File: config.mk
export PLATFORM = sky130hd
export DESIGN_NAME = counter_run_ctrl
export DESIGN_NICKNAME = d
export VERILOG_FILES = /design/src/rtl/counter_ctrl_pkg.sv /design/src/rtl/prescale_tick.sv /design/src/rtl/counter_run_ctrl.sv
export SDC_FILE = /design/constraint.sdc
export NUM_CORES = 1
export LEC_CHECK = 0
export ABC_AREA = 1
export CORE_ASPECT_RATIO = 0.5
export CORE_MARGIN = 2
export CORE_UTILIZATION = 40
export CTS_BUF_LIST = sky130_fd_sc_hd__clkbuf_8
export CTS_CLUSTER_SIZE = 28
export DETAILED_ROUTE_END_ITERATION = 10
export HOLD_SLACK_MARGIN = 0.15
export PLACE_DENSITY = 0.69
export SLEW_MARGIN = 40
export SYNTH_ARGS = -nofsm -noshare
export SYNTH_HDL_FRONTEND = slang
export SYNTH_SLANG_ARGS = --single-unit
File: constraint.sdc
create_clock -name CLK -period 2.5 [get_ports CLK]
set_clock_uncertainty 0.1 [all_clocks]
set_input_delay 0.375 -clock CLK [delete_from_list [all_inputs] [get_ports CLK]]
set_output_delay 0.375 -clock CLK [all_outputs]
set_load 0.01 [all_outputs]
File: src/rtl/counter_ctrl_pkg.sv
// Shared types and defaults for the LED counter run-control block.
package counter_ctrl_pkg;

  typedef enum logic [1:0] {
    ST_IDLE   = 2'd0,
    ST_RUN    = 2'd1,
    ST_PAUSED = 2'd2,
    ST_DONE   = 2'd3
  } state_t;

  localparam int unsigned DEFAULT_DIV = 33554432;
  localparam int unsigned DEFAULT_W   = 8;

endpackage

File: src/rtl/prescale_tick.sv
// Single-clock tick-enable prescaler: counts 0..DIV-1 while EN, TICK is high on the DIV-1 cycle.
module prescale_tick
  import counter_ctrl_pkg::*;
#(
  parameter int unsigned DIV = DEFAULT_DIV
) (
  input  logic CLK,
  input  logic RST,
  input  logic EN,
  input  logic CLR,
  output logic TICK
);

  localparam int unsigned CW = $clog2(DIV);
  localparam logic [CW-1:0] LAST = CW'(DIV - 1);

  logic [CW-1:0] r_cnt;
  logic          w_last;

  assign w_last = (r_cnt == LAST);

  always_ff @(posedge CLK or posedge RST) begin
    if (RST) begin
      r_cnt <= '0;
    end else if (CLR) begin
      r_cnt <= '0;
    end else if (EN) begin
      r_cnt <= w_last ? '0 : r_cnt + CW'(1);
    end
  end

  // A clear in the wrap cycle suppresses that tick.
  assign TICK = EN && !CLR && w_last;

endmodule

File: src/rtl/counter_run_ctrl.sv
// Run-control sequencer for the tick-driven LED counter (start/stop/clear, terminal, one-shot).
// Optional down-count mode with DIR port when COUNTER_DIR_EN is defined.
module counter_run_ctrl
  import counter_ctrl_pkg::*;
#(
  parameter int unsigned DIV         = DEFAULT_DIV,
  parameter int unsigned W           = DEFAULT_W,
  parameter int unsigned SYNC_STAGES = 2
) (
  input  logic         CLK,
  input  logic         RST,
  input  logic         BTN_START,
  input  logic         BTN_STOP,
  input  logic         BTN_CLEAR,
  input  logic [W-1:0] TERMINAL,
  input  logic         ONESHOT,
`ifdef COUNTER_DIR_EN
  input  logic         DIR,
`endif
  output logic [W-1:0] LED,
  output logic         TICK,
  output logic         RUNNING,
  output logic         DONE
);

  logic [2:0] w_btn;
  logic [2:0] w_cmd;

  assign w_btn = {BTN_CLEAR, BTN_STOP, BTN_START};

  for (genvar g = 0; g < 3; g++) begin : g_btn
    logic [SYNC_STAGES-1:0] r_sync;
    logic                   r_prev;

    always_ff @(posedge CLK or posedge RST) begin
      if (RST) begin
        r_sync <= '0;
        r_prev <= 1'b0;
      end else begin
        r_sync <= {r_sync[SYNC_STAGES-2:0], w_btn[g]};
        r_prev <= r_sync[SYNC_STAGES-1];
      end
    end

    assign w_cmd[g] = r_sync[SYNC_STAGES-1] & ~r_prev;
  end

  logic w_clear, w_stop, w_start;

  assign w_clear = w_cmd[2];
  assign w_stop  = w_cmd[1] & ~w_cmd[2];
  assign w_start = w_cmd[0] & ~w_cmd[1] & ~w_cmd[2];

  state_t       r_state, w_next;
  logic [W-1:0] r_count, r_term;
  logic         r_oneshot;
  logic         w_hit, w_at_end, w_load, w_pre_en, w_pre_clr;
  logic [W-1:0] w_reload, w_step;
  logic         w_running, w_done;

`ifdef COUNTER_DIR_EN
  logic r_dir;
  assign w_at_end = r_dir ? (r_count == r_term) : (r_count == '0);
  assign w_reload = r_dir ? '0 : r_term;
  assign w_step   = r_dir ? r_count + W'(1) : r_count - W'(1);
`else
  assign w_at_end = (r_count == r_term);
  assign w_reload = '0;
  assign w_step   = r_count + W'(1);
`endif

  assign w_load    = w_start && (r_state == ST_IDLE || r_state == ST_DONE);
  assign w_pre_en  = (r_state == ST_RUN);
  assign w_pre_clr = w_clear || (r_state == ST_IDLE) || (r_state == ST_DONE);

  prescale_tick #(.DIV(DIV)) u_prescale (
    .CLK  (CLK),
    .RST  (RST),
    .EN   (w_pre_en),
    .CLR  (w_pre_clr),
    .TICK (w_hit)
  );

  always_ff @(posedge CLK or posedge RST) begin
    if (RST) r_state <= ST_IDLE;
    else     r_state <= w_next;
  end

  always_comb begin
    w_next = r_state;
    if (w_clear) begin
      w_next = ST_IDLE;
    end else begin
      case (r_state)
        ST_IDLE:   if (w_start) w_next = ST_RUN;
        ST_RUN: begin
          if (w_stop)                              w_next = ST_PAUSED;
          else if (w_hit && w_at_end && r_oneshot) w_next = ST_DONE;
        end
        ST_PAUSED: if (w_start) w_next = ST_RUN;
        ST_DONE:   if (w_start) w_next = ST_RUN;
        default:   w_next = ST_IDLE;
      endcase
    end
  end

  // Terminal, mode and direction are captured only on a fresh start, never on resume.
  always_ff @(posedge CLK or posedge RST) begin
    if (RST) begin
      r_count   <= '0;
      r_term    <= '0;
      r_oneshot <= 1'b0;
`ifdef COUNTER_DIR_EN
      r_dir     <= 1'b1;
`endif
    end else if (w_clear) begin
      r_count <= '0;
    end else if (w_load) begin
      r_term    <= TERMINAL;
      r_oneshot <= ONESHOT;
`ifdef COUNTER_DIR_EN
      r_dir     <= DIR;
      r_count   <= DIR ? '0 : TERMINAL;
`else
      r_count   <= '0;
`endif
    end else if (w_hit) begin
      if (!w_at_end)       r_count <= w_step;
      else if (!r_oneshot) r_count <= w_reload;
    end
  end

  always_comb begin
    w_running = (r_state == ST_RUN);
    w_done    = (r_state == ST_DONE);
  end

  always_ff @(posedge CLK or posedge RST) begin
    if (RST) begin
      LED     <= '0;
      TICK    <= 1'b0;
      RUNNING <= 1'b0;
      DONE    <= 1'b0;
    end else begin
      LED     <= r_count;
      TICK    <= w_hit;
      RUNNING <= w_running;
      DONE    <= w_done;
    end
  end

endmodule
After elaboration in Yosys (flattened, before gate mapping)
Index checks and enable logic that the tools add are counted.
- add/sub/neg operators: 2
- multipliers: 0
- div/mod/pow operators: 0
- $lt $le $gt $ge: 0
- equality and inequality tests: 8
- shifts and indexed selects: 0
- multiplexer cells: 13
- bitwise gates (word level): 11
- reductions and logical operators: 16
- operator list (kind ; number):
    2-to-1 mux 25 bit ; 3
    2-to-1 mux 8 bit ; 5
    adder 25 x 1 -> 25 bit (second input constant) ; 1
    equality test 25 bit (second input constant) ; 1
    adder 8 x 1 -> 8 bit (second input constant) ; 1
    equality test 8 bit ; 1
    2-to-1 mux 2 bit ; 4
    bitwise AND 1 bit ; 6
    AND reduction 2 bit ; 3
    logical AND 1 bit ; 5
    NOT 1 bit ; 5
    equality test 2 bit (second input constant) ; 2
    inequality test 4 x 3 -> 1 bit (second input constant) ; 1
    inequality test 4 bit (second input constant) ; 1
    one-hot mux 2 bit (2 select lines) ; 1
    logical OR 1 bit ; 3
    inequality test 3 x 1 -> 1 bit (second input constant) ; 1
    nonzero test 3 bit ; 1
    OR reduction 3 bit ; 1
    equality test 2 x 1 -> 1 bit (second input constant) ; 1
    logical NOT 2 bit ; 1
    nonzero test 2 bit ; 1
    logical NOT 1 bit ; 1
- register bits: 64
- bits in latches: 0
- memory bits (writable): 0
- memory bits (read-only): 0
- input port bits: 14
- output and inout bits: 11
- logic and storage cells: 65
- memories kept: 0

Depth between registers and ports, before layout
- depth after elaboration: 13
- gate-level depth with buffers: 11

Cells and area by module
A second synthesis with hierarchy kept.
- cells, all modules: 380
- area, all modules: 3329.4 µm²
- by module, submodules not included (module ; times used ; cells each ; area an instance (µm²) ; sequential area each (µm²)):
    counter_run_ctrl ; 1 ; 183 ; 1786.7 ; 975.9
    prescale_tick ; 1 ; 197 ; 1542.7 ; 625.6

Least setup slack after synthesis
No wires, ideal clock.
- path kind: register to register
- from: reg u_prescale.r_cnt[0]
- to: reg u_prescale.r_cnt[14]
- setup time: 0.119 ns
- data arrival time: 1.473 ns
- required time: 2.281 ns
- setup slack: 0.808 ns
- stages on the path, launching flop included: 12
- buffers on the path: 1
- cells stage by stage: dfrtp_1 ha_1 nand2_1 nor2_2 nand2_4 nor2_8 nand2_2 nand2_4 inv_2 buf_6 a22oi_2 nor2_1
- longest elaborated chain between the ends: 4
- elaborated cells between the ends (all ways): 5
- classes of those cells: 1 x add/sub; 1 x eq/ne; 3 x mux
- ends and longest elaborated chain (item ; RTL line ; RTL):
    from (decl) ; prescale_tick.sv:17 ; logic [CW-1:0] r_cnt;
    from (signal assigned) ; prescale_tick.sv:28 ; r_cnt <= w_last ? '0 : r_cnt + CW'(1);
    adder 25 x 1 -> 25 bit / equality test 25 bit (equally long branches) ; prescale_tick.sv:28, prescale_tick.sv:20 ;
    2-to-1 mux 25 bit (*) ; prescale_tick.sv:28 ;
    2-to-1 mux 25 bit (*) ; prescale_tick.sv:27 ; end else if (EN) begin
    2-to-1 mux 25 bit (*) ; prescale_tick.sv:25 ; end else if (CLR) begin
Every way passes the cells marked *; elsewhere a longest branch is shown, timed or not. The select of a mux whose other input is x is not followed.
A chain may end at the register's enable or synchronous reset.

Final worst setup path
Ends and elaborated chain as after synthesis.

==> results.cfg <==
[clock_tree]
cts_tree = yes
clk_pin_slew_ns = 0.07
cts.repair.resized = 0
ctsHoldBuffers = 0
htree_levels = 3
cts_root_buf = clkbuf_8
cts_buffers = 9
cts.path.max_buffers = 2
cts_num_sinks = 64
cts_setup_buffers = 0
clock_latency_ns = 0.35

[synthesis]
yosysWarnings = 0
syn_area_mm2 = 0.003219
synthTopCellsByCount = nand2_1 (108), dfrtp_1 (64), inv_1 (38)
synthDominantCellAreaShare = 0.4975
synth_fp_nets = 399
ys.flop_type = dfrtp_1
synthDistinctLibCells = 38
synth.most_common_cell = nand2_1
yosysSeqAreaShare = 0.4975
ys_top_cells_by_area = dfrtp_1 (50%), nand2_1 (13%), inv_1 (4.4%)
ys_seq_elements = 64
synth_edf_count = 0
synthArstFlopShare = 1.000
yosys.area.top_type = dfrtp_1
syn_inst = 379
synth.avg_cell_area_um2 = 8.494

[placed_design]
placed_cells = 512
io_buffer_count = 24
hpwl_mm = 4.276
post-place-ws_ns = 0.5913
globalplace.congestion = 0.8308

[timing]
final_max_slew_viol_count = 0
layout_setup_ws_ns = 0.5854
max-slew-margin-rel = 0.7348
worst_pin_slew_ns = 0.3942
fin_tns_setup_ns = 0
final_hold_viol_count = 0
clock.fmax_ghz = 0.5223
finalSetupViolCount = 0
min_period_ns = 1.915
hold_ws_ns = 0.2524
finalCritPeriodShare = 0.7659
grt_setup_unrepaired = false

[pwr]
seqPwrFrac = 0.422
p_leak_nw = 1.732
cellPowerDensity_mw_per_mm2 = 759.3
switchingPower_mw = 0.9071
power_frac_comb = 0.237
p_total_mw = 2.899
clkPwrFrac = 0.340
vdd_drop_max_mv = 0.3854
swShare = 0.3129
p_int_mw = 1.991

[cells_and_area]
num-nets-final = 431
fin_cells = 528
multi_input_area_mm2 = 0.001429
drive_above_1_share = 0.1106
final-seq-area_mm2 = 0.001602
area_growth_pct = 18.58
antennaDiodeCount = 0
nFillCells = 726

[min_path]
worstHoldStart = g_btn[2].r_sync[0]
hp-class = register to register
hold_end = g_btn[2].r_sync[1]
holdPathStages = 0

[drt]
ant_nets = 0
drt_iter0_drc = 114
post_drt_wl_per_cell_um = 11.85
drcViolationCount = 0
dr.pass1.iters = 4
viasPerCell = 4.691
wl_mm = 6.256
num_vias = 2477

[global_route]
grt_pass1_vias = 2304
antenna_found_initial = 0
globalRoute.totalOverflow = 0
track_usage = 0.1622
grt_pass1_wl_mm = 10.85
grt_max_degree = 65

[status]
status = complete, no violations

[worst_setup_path]
rrSetupSlack_ns = 0.59
crit_fanout = 14
end_kind = register
reg2reg_depth = 10
rr_endpoint = u_prescale.r_cnt[14]
cp-start-kind = register
worstSetupPathType = register to register
required_ns = 2.64
worstReg2RegStart = u_prescale.r_cnt[0]
cp.arrival_ns = 2.05

[floorplan]
dieHeight_um = 67.44
io_pins = 25
core_mm2 = 0.007914
die_w_um = 130.9
start_util = 0.4068
design.die.area_mm2 = 0.008825
rows = 23

[run]
cap_violations = 0
[critical path, stage by stage, from the launching register on]
cell and delay, ns:
dfrtp_1 0.38, ha_1 0.23, nand2_1 0.08, nor2_2 0.15, nand2_4 0.09, nor2_8 0.15, nand2_2 0.09, nand2_4 0.15
inv_2 0.14, a22oi_2 0.17, nor2_1 0.06
[registers in the layout (all words and copies together) (netlist names)]
register,flops
r_oneshot,1
RUNNING,1
r_state,2
LED,8
DONE,1
u_prescale.r_cnt,25
TICK,1
r_term,8
g_btn.r_prev,3
r_count,8
g_btn.r_sync,6
[worst max path at each step]
stage / start / endpoint / slack (ns) / depth (start not counted)
floorplan: RST / DONE / 0.43 / 1
global placement: u_prescale.r_cnt[0] / u_prescale.r_cnt[1] / 0.65 / 9
detailed placement: u_prescale.r_cnt[0] / u_prescale.r_cnt[14] / 0.59 / 10
CTS: u_prescale.r_cnt[0] / u_prescale.r_cnt[14] / 0.57 / 10
global route: u_prescale.r_cnt[0] / u_prescale.r_cnt[14] / 0.40 / 8
finish: u_prescale.r_cnt[0] / u_prescale.r_cnt[14] / 0.59 / 10
[cell type report]
type | count | area share
clock buffer | 10 | 0.03605
tap | 112 | 0.03671
clock inverter | 6 | 0.02196
multi-input combinational | 268 | 0.3743
inverter | 42 | 0.04130
sequential | 64 | 0.4195
timing repair buffer | 26 | 0.07014
[layer usage]
layer	wire length, um	share of wire	vias up	GRT usage
met2	2881	0.46	46	0.2572
met4	120	0.019	0	0.05984
met5	0	0	-	0
li1	-	-	1287	-
met1	3002	0.48	1134	0.2093
met3	252	0.040	10	0.05468
[cells in the final DEF, fill, tap and decap left out, types with 2 or more instances in the layout]
cell               n
a21oi_1           12
a31oi_1            3
bufinv_16          2
clkbuf_8          10
clkdlybuf4s50_1   24
clkinvlp_4         2
dfrtp_1           64
ha_1               6
inv_1             38
inv_2              5
nand2_1          108
nand2_2            4
nand2_4            3
nand3_1           28
nand3b_1           4
nand4_1            3
nor2_1            29
nor2_2             7
nor2_4             3
nor3_1             2
o21ai_0           14
o21ai_1            9
o22ai_1            6
xnor2_1            4
xor2_1            10
[per-stage QoR]
step / utilization / area, um^2
2_1_floorplan: - / 3219
3_3_place_gp: 0.4544 / 3596
3_5_place_dp: 0.4544 / 3596
4_1_cts: 0.4824 / 3817
5_1_grt: 0.4824 / 3817
6_report: 0.4824 / 3817
[kinds of logic after synthesis]
family,count (synthesis),synth area share
AOI/OAI and AO/OA,49,0.08706
adders and majority gates,6,0.02332
and+or+nand+nor,199,0.2954
xor gates and xnor gates,14,0.03809
buffers and inverters,47,0.05869
DFF,64,0.4975
[power groups by stage]
stage / clock (mW) / sequential (mW) / combinational, mW
after global routing: 1.07 / 1.24 / 0.785
final: 0.986 / 1.22 / 0.688
after global placement: 0 / 1.24 / 0.684
after floorplan: 0 / 1.24 / 0.522
after CTS: 1.01 / 1.22 / 0.697
after detailed placement: 0 / 1.24 / 0.692
Power figures use the tool's default switching activity.
